--- src/rtl/pla_seq_if.sv ---
// pla_seq_if: configuration port of pla_seq.
//   cfg_en    master->slave  level; request and hold configuration mode
//   cfg_we    master->slave  write strobe, honoured only in CONFIG
//   cfg_addr  master->slave  write address (ADDR_W bits)
//   cfg_wdata master->slave  write data (N_IN bits)
//   cfg_ack   slave->master  one-cycle pulse, cycle after an accepted write
interface pla_seq_if #(
    parameter int ADDR_W = 8,
    parameter int N_IN   = 16
) ();
    logic              cfg_en;
    logic              cfg_we;
    logic [ADDR_W-1:0] cfg_addr;
    logic [N_IN-1:0]   cfg_wdata;
    logic              cfg_ack;

    modport master (output cfg_en, cfg_we, cfg_addr, cfg_wdata, input cfg_ack);
    modport slave  (input cfg_en, cfg_we, cfg_addr, cfg_wdata, output cfg_ack);
endinterface

--- src/rtl/pla_seq.sv ---
// pla_seq: clocked, run-time programmable PLA.
// Inputs are synchronised, matched against a programmable AND/OR plane,
// XORed with a per-output polarity, registered, then delayed per output by
// 0..2^DELAY_W-1 cycles. A config FSM (RUN/CONFIG/WARM) gates table writes
// and holds outputs at the polarity value until the pipeline has refilled.
//   clk      clock, rising edge
//   rst      synchronous reset, active high
//   pin_i    asynchronous PLA inputs (N_IN)
//   pout_o   PLA outputs (N_OUT)
//   busy_o   high whenever the FSM is not in RUN
//   cfg      pla_seq_if.slave configuration port
// Optional macro GLITCH_FILTER_EN: adds a per-output 2-cycle stability
// filter after the delay line (+1 cycle latency, warm-up one cycle longer).
module pla_seq #(
    parameter int N_IN        = 16,
    parameter int N_OUT       = 8,
    parameter int N_TERMS     = 32,
    parameter int SYNC_STAGES = 2,
    parameter int DELAY_W     = 3,
    parameter int ADDR_W      = 8
) (
    input  logic             clk,
    input  logic             rst,
    input  logic [N_IN-1:0]  pin_i,
    output logic [N_OUT-1:0] pout_o,
    output logic             busy_o,
    pla_seq_if.slave         cfg
);
    localparam int MAXD = (1 << DELAY_W) - 1;
`ifdef GLITCH_FILTER_EN
    localparam int W = SYNC_STAGES + 1 + MAXD + 1;
`else
    localparam int W = SYNC_STAGES + 1 + MAXD;
`endif
    localparam int CNT_W = $clog2(W + 1);
    localparam int TW    = ADDR_W - 2;
    localparam logic [ADDR_W-1:0] POL_A = ADDR_W'(4 * N_TERMS);

    typedef enum logic [1:0] {RUN, CONFIG, WARM} state_e;

    state_e               state_q;
    logic [CNT_W-1:0]     cnt_q;
    logic                 ack_q;
    logic [N_IN-1:0]      care_q [N_TERMS];
    logic [N_IN-1:0]      val_q  [N_TERMS];
    logic [N_OUT-1:0]     or_q   [N_TERMS];
    logic [N_OUT-1:0]     pol_q;
    logic [N_OUT-1:0][DELAY_W-1:0] dly_q;
    logic [SYNC_STAGES-1:0][N_IN-1:0] sync_q;
    logic [N_OUT-1:0]     ev_d, ev_q;
    logic [N_OUT-1:0][MAXD-1:0] hist_q;
    logic [N_OUT-1:0][MAXD:0]   line;
    logic [N_OUT-1:0]     dly_out;
    logic [N_OUT-1:0]     out_v;
    logic                 wr_en;

    // A write landing in the same cycle cfg_en drops is discarded.
    assign wr_en       = (state_q == CONFIG) && cfg.cfg_en && cfg.cfg_we;
    assign cfg.cfg_ack = ack_q;
    assign busy_o      = (state_q != RUN);

    always_ff @(posedge clk) begin
        if (rst) begin
            state_q <= WARM;
            cnt_q   <= '0;
            ack_q   <= 1'b0;
        end else begin
            ack_q <= wr_en;
            case (state_q)
                RUN:    if (cfg.cfg_en) state_q <= CONFIG;
                CONFIG: if (!cfg.cfg_en) begin
                            state_q <= WARM;
                            cnt_q   <= '0;
                        end
                WARM:   if (cfg.cfg_en) begin
                            state_q <= CONFIG;
                            cnt_q   <= '0;
                        end else if (cnt_q == CNT_W'(W - 1)) begin
                            state_q <= RUN;
                        end else begin
                            cnt_q <= cnt_q + 1'b1;
                        end
                default: state_q <= WARM;
            endcase
        end
    end

    // Programmable table; unmapped and reserved addresses fall through.
    always_ff @(posedge clk) begin
        if (rst) begin
            for (int t = 0; t < N_TERMS; t++) begin
                care_q[t] <= '0;
                val_q[t]  <= '0;
                or_q[t]   <= '0;
            end
            pol_q <= '1;
            dly_q <= '0;
        end else if (wr_en) begin
            for (int t = 0; t < N_TERMS; t++) begin
                if (cfg.cfg_addr[ADDR_W-1:2] == TW'(t)) begin
                    case (cfg.cfg_addr[1:0])
                        2'd0:    care_q[t] <= cfg.cfg_wdata;
                        2'd1:    val_q[t]  <= cfg.cfg_wdata;
                        2'd2:    or_q[t]   <= cfg.cfg_wdata[N_OUT-1:0];
                        default: ;
                    endcase
                end
            end
            if (cfg.cfg_addr == POL_A) pol_q <= cfg.cfg_wdata[N_OUT-1:0];
            for (int k = 0; k < N_OUT; k++) begin
                if (cfg.cfg_addr == ADDR_W'(4 * N_TERMS + 1 + k))
                    dly_q[k] <= cfg.cfg_wdata[DELAY_W-1:0];
            end
        end
    end

    always_comb begin
        logic [N_OUT-1:0] raw;
        raw = '0;
        for (int t = 0; t < N_TERMS; t++) begin
            if (&(~care_q[t] | ~(sync_q[SYNC_STAGES-1] ^ val_q[t])))
                raw = raw | or_q[t];
        end
        ev_d = raw ^ pol_q;
    end

    // line[k][d] is ev_k as it was d cycles ago; index 0 is the live value.
    always_comb begin
        for (int k = 0; k < N_OUT; k++) begin
            line[k]    = {hist_q[k], ev_q[k]};
            dly_out[k] = line[k][dly_q[k]];
        end
    end

    // Synchroniser and delay lines run in every state so RUN starts with history.
    always_ff @(posedge clk) begin
        if (rst) begin
            sync_q <= '0;
            ev_q   <= '0;
            hist_q <= '0;
        end else begin
            sync_q[0] <= pin_i;
            for (int s = 1; s < SYNC_STAGES; s++) sync_q[s] <= sync_q[s-1];
            ev_q <= ev_d;
            for (int k = 0; k < N_OUT; k++) hist_q[k] <= line[k][MAXD-1:0];
        end
    end

`ifdef GLITCH_FILTER_EN
    // Compare the delayed value now with the one it takes after this edge,
    // so a value that holds for two cycles passes with only one cycle of lag.
    logic [N_OUT-1:0][MAXD:0] nline;
    logic [N_OUT-1:0]         nxt;
    logic [N_OUT-1:0]         filt_q;

    always_comb begin
        for (int k = 0; k < N_OUT; k++) begin
            nline[k] = {line[k][MAXD-1:0], ev_d[k]};
            nxt[k]   = nline[k][dly_q[k]];
        end
    end

    always_ff @(posedge clk) begin
        if (rst) begin
            filt_q <= '0;
        end else begin
            for (int k = 0; k < N_OUT; k++)
                if (nxt[k] == dly_out[k]) filt_q[k] <= nxt[k];
        end
    end
    assign out_v = filt_q;
`else
    assign out_v = dly_out;
`endif

    assign pout_o = (state_q == RUN) ? out_v : pol_q;
endmodule
--- src/flat_wrapper.sv ---
// flat-port wrapper written by rule: the top's interface ports become plain ports
module pla_seq_flat 
#(
    parameter int N_IN        = 16,
    parameter int N_OUT       = 8,
    parameter int N_TERMS     = 32,
    parameter int SYNC_STAGES = 2,
    parameter int DELAY_W     = 3,
    parameter int ADDR_W      = 8
)
  (clk, rst, pin_i, pout_o, busy_o, cfg_cfg_en, cfg_cfg_we, cfg_cfg_addr, cfg_cfg_wdata, cfg_cfg_ack);
  pla_seq_if #(.ADDR_W(ADDR_W), .N_IN(N_IN)) cfg_i ();
  input  logic clk;
  input  logic rst;
  input  logic [N_IN-1:0] pin_i;
  output logic [N_OUT-1:0] pout_o;
  output logic busy_o;
  input wire logic [$bits(cfg_i.cfg_en)-1:0] cfg_cfg_en;
  input wire logic [$bits(cfg_i.cfg_we)-1:0] cfg_cfg_we;
  input wire logic [$bits(cfg_i.cfg_addr)-1:0] cfg_cfg_addr;
  input wire logic [$bits(cfg_i.cfg_wdata)-1:0] cfg_cfg_wdata;
  output wire logic [$bits(cfg_i.cfg_ack)-1:0] cfg_cfg_ack;
  assign cfg_i.cfg_en = cfg_cfg_en;
  assign cfg_i.cfg_we = cfg_cfg_we;
  assign cfg_i.cfg_addr = cfg_cfg_addr;
  assign cfg_i.cfg_wdata = cfg_cfg_wdata;
  assign cfg_cfg_ack = cfg_i.cfg_ack;
  pla_seq #(.N_IN(N_IN), .N_OUT(N_OUT), .N_TERMS(N_TERMS), .SYNC_STAGES(SYNC_STAGES), .DELAY_W(DELAY_W), .ADDR_W(ADDR_W)) u_core (.clk(clk), .rst(rst), .pin_i(pin_i), .pout_o(pout_o), .busy_o(busy_o), .cfg(cfg_i));
endmodule
--- config.mk ---
export PLATFORM = sky130hd
export DESIGN_NAME = pla_seq_flat
export DESIGN_NICKNAME = d
export VERILOG_FILES = /design/src/rtl/pla_seq_if.sv /design/src/rtl/pla_seq.sv /design/src/flat_wrapper.sv
export SDC_FILE = /design/constraint.sdc
export NUM_CORES = 2
export LEC_CHECK = 0
export CORE_ASPECT_RATIO = 2
export CORE_MARGIN = 5
export CORE_UTILIZATION = 62
export CTS_CLUSTER_DIAMETER = 80
export CTS_CLUSTER_SIZE = 28
export DETAILED_ROUTE_END_ITERATION = 6
export PLACE_DENSITY = 0.77
export SYNTH_ARGS = -nofsm -noshare
export SYNTH_HDL_FRONTEND = slang
export SYNTH_SLANG_ARGS = --single-unit
--- constraint.sdc ---
create_clock -name clk -period 3.3 [get_ports clk]
set_clock_uncertainty 0.1 [all_clocks]
set_input_delay 0.66 -clock clk [delete_from_list [all_inputs] [get_ports clk]]
set_output_delay 0.66 -clock clk [all_outputs]
set_load 0.03 [all_outputs]
==> key figures <==
Status
  • Outcome: finished, final reports clean

Power and ir drop
  • Leakage: 23.0 nW
  • Total Power: 31.9 mW
  • Worst vdd ir: around 610 uV
  • PD cells: 513 nW/um^2

Worst setup path
  • Max FO, Critical Path: 3
  • RR Startpoint: u_core.sync_q[19]$_SDFF_PP0_
  • R2R Setup Slk: 270 ps
  • Worst r2r dst: u_core.ev_q[4]$_SDFF_PP0_
  • Setup crit end kind: output pin
  • Crit Path Category: reg2out
  • Crit path to: pout_o[2]
  • CP required: 2540 ps
  • FF-to-FF path depth: 12
  • Critical path arrival: 2420 ps
  • Critical Path Start Type: flop
  • Crit path launch: u_core.dly_q[6]$_SDFFE_PP0P_

Floorplanning
  • Die H: 437 um
  • Full die area: 97800 um^2
  • Num rows: 156
  • Core area: 90600 um^2
  • Initial Util: 62.5%
  • Die Span X: 224 um
  • Ports: 54

Place
  • Placer Congestion: 0.984
  • Dpl cells: 5213
  • Buffers on Ports: 53
  • DP HPWL: 96.3 mm
  • Pre-CTS WS: -3.80 ps

Synthesis
  • Mux contribution to synthesized area: 1.26%
  • Xor and xnor fraction of the mapped netlist area: approximately 8.0%
  • Sequential-to-total area share from yosys stat: 72.7%
  • Dominant cells by area after synthesis: edfxtp_1, xor2_1, nor2_1
  • Largest family of logic cells by synthesized area: simple AND/OR/NAND/NOR gates
  • Mapped cell area: 56600 um^2
  • Area share of and/or/nand/nor cells after synthesis: 9.70%
  • #FFs+latches synth: 1415
  • Post-synth EDFFs: 1280
  • Top FF cell, synth: edfxtp_1
  • Syn Nets: 3953
  • Ys Warns: 0
  • Compound-Gate Fraction of Synth Area: around 6.0%
  • Post-synth top area share: 67.9%
  • Synth Area in Adders: 0.0442%
  • Biggest area consumer among synthesized cells: edfxtp_1
  • Syn_area_per_cell: 14.5 um^2
  • Post-Syn Instances: ~4000
  • Fraction of registers with async set/reset: 0%
  • Synth cell types: between 40 and 50

Route
  • Antenna viol nets, final: 0
  • Vias: 33100
  • Via density: 6.24
  • DRC: 0
  • Drt pass-1 iters: 6
  • Final wirelength: 145 mm
  • WL/cell: 27.3 um
  • DRT iter0 DRCs: 3144

Clock network
  • Max Buffers Root-to-Sink: 3
  • Clock transition at path regs: ~110 ps
  • Worst skew pair latency: 700 ps
  • H-tree Lvls: 2
  • Clk sink count: 1415
  • Num CTS Buffers: 56
  • TritonCTS clock tree: done
  • Post-CTS Repair Setup Buffers: 0
  • Root Driver: clkbuf_16

Finish
  • Sequential Area: between 40000 and 50000 um^2
  • Final core utilization: 68.7%
  • Fin nets: between 4000 and 5000
  • Post-Layout Cell Count: ~5300
  • Footprint of the multi-input gates: approximately 14000 um^2
  • Share of layout cells above drive strength 1: 11.1%
  • Fill cells: 6017
  • Area Overhead vs Synth: 9.91%

Global routing
  • Largest net degree at the start of global routing: 68
  • Antenna violations before repair: 0
  • Vias in the first global route: 33600
  • GRT Overall Usage: a little under 30%
  • First-pass GRT wire length: 211 mm
  • Aggregate global routing overflow: 0

Timing
  • RSZ-0062 raised after global routing: no
  • Setup TNS: 0 ps
  • Final Setup Violations: 0
  • Worst-Margin Slew: 1230 ps
  • Peak Freq: 315 MHz
  • Minimum clock period: ~3200 ps
  • Worst Slack Setup Final: ~120 ps
  • Slew headroom: 17.9%
  • Ratio of final minimum period to clock period: between 90% and 100%
  • Fin. Hold Viols: 0
  • Max-slew violation count: 0

Worst hold path
  • Class of the worst hold path: in2reg
  • Min-Delay Path Depth: 2

Run
  • Max Cap Violations: 0
[timing repair]
| action | CTS | global route |
|---|---|---|
| pin swaps | 0 | 0 |
| hold buffers | 0 | 0 |
| endpoints found under the hold margin | 0 | 0 |
| endpoints found under the setup margin | 7 | 2 |
| resized for setup | 10 | 2 |
[state kept, by name (all words and copies together), names as in the netlist]
name and count:
u_core.care_q 512, u_core.cfg.cfg_ack 1, u_core.cnt_q 4, u_core.dly_q 24, u_core.ev_q 8, u_core.hist_q 56
u_core.or_q 256, u_core.pol_q 8, u_core.state_q 2, u_core.sync_q 32, u_core.val_q 512
[cell usage in the layout (no fill, tap or decap), types with 3 or more instances in the layout]
cell type	n
edfxtp_1	1280
nor2_1	790
xor2_1	513
a22oi_1	384
buf_4	223
dfxtp_1	119
nor2b_1	108
nand4_1	97
nand2_1	83
buf_12	72
nand2b_1	60
clkbuf_16	57
clkdlybuf4s50_1	44
clkbuf_1	33
nor2_2	31
mux2i_1	24
o21bai_1	22
a21o_1	21
mux4_2	16
o21ai_0	14
dfxtp_4	13
inv_1	12
nand2b_2	8
nand2b_4	8
nor4_2	8
mux2_1	8
a21oi_1	8
a211o_1	8
nand3_1	6
dlygate4sd2_1	6
inv_2	5
or3_1	4
clkinv_1	3
nor3_1	3
and2_1	3
dfxtp_2	3
[Yosys cell counts, types with 2 or more instances]
library cell,instances
nand2_1,83
a211o_1,8
mux2_1,8
inv_1,20
buf_1,12
dfxtp_1,135
nand3_1,6
a22oi_1,384
clkbuf_1,142
nor4_2,8
nor2_2,31
nor2b_1,108
nor2_1,790
o21bai_1,22
or3_1,4
edfxtp_1,1280
nand2b_1,76
buf_6,34
a21oi_1,8
xnor2_1,2
buf_2,8
ha_1,2
xor2_1,513
mux2i_1,26
nor3_1,3
a21o_1,21
and2_1,3
nand4_1,97
o21ai_0,15
mux4_2,16
or2_2,2
buf_4,28
buf_8,3
[critical path, cell delays in order, from the launching register on]
cell and delay (ps):
dfxtp_1 430, mux4_2 540, mux2i_2 270, o21ai_0 120, dlygate4sd2_1 370
[kinds of logic (layout without fill, tap and decap cells)]
kind of cell	count (synthesis)	count (layout)
DFF	1415	1415
and+or+nand+nor	1218	1218
xor gates and xnor gates	515	515
AOI/OAI and AO/OA	460	460
buffers and inverters	247	461
muxes	50	50
adders and majority gates	2	2
other	0	1
[worst min path at each step]
stage | from | endpoint
6_report | rst | u_core.hist_q[7]$_SDFF_PP0_
5_1_grt | rst | u_core.dly_q[18]$_SDFFE_PP0P_
4_1_cts | rst | u_core.dly_q[20]$_SDFFE_PP0P_
3_5_place_dp | u_core.sync_q[12]$_SDFF_PP0_ | u_core.sync_q[28]$_SDFF_PP0_
3_3_place_gp | u_core.sync_q[14]$_SDFF_PP0_ | u_core.sync_q[30]$_SDFF_PP0_
2_1_floorplan | u_core.sync_q[0]$_SDFF_PP0_ | u_core.sync_q[16]$_SDFF_PP0_
[power by group]
group | total (mW) | switching (mW) | internal, mW
combinational | 2.71 | 1.75 | 0.962
clock | 8.35 | 5.08 | 3.27
sequential | 20.8 | 0.372 | 20.5
total | 31.9 | 7.20 | 24.7
[final cells by class]
cell class | instances | share of cell area (%)
well taps | 1185 | 2.38
multi-input cells | 2245 | 22.9
inverters | 20 | 0.121
clock buffers | 90 | 2.49
flip-flops and latches | 1415 | 66.2
repair buffers | 348 | 5.86
clock inverters | 3 | 0.0543
diodes | 1 | 0.00402
[per-stage QoR]
stage                     hold slack (ps)  instance area (um^2)
final                                 302                 62200
after global routing                  319                 62200
after CTS                             279                 62200
after detailed placement              325                 60600
after global placement                317                 60600
after floorplan                       314                 56600
[per-layer routing]
metal	up-vias	wire length, um	GRT usage (%)
met2	1644	76700	53.0
met5	-	0	0
li1	14400	-	-
met4	0	12200	19.1
met1	16600	45600	32.5
met3	483	10300	3.38
(Power assumes the default switching activity.)
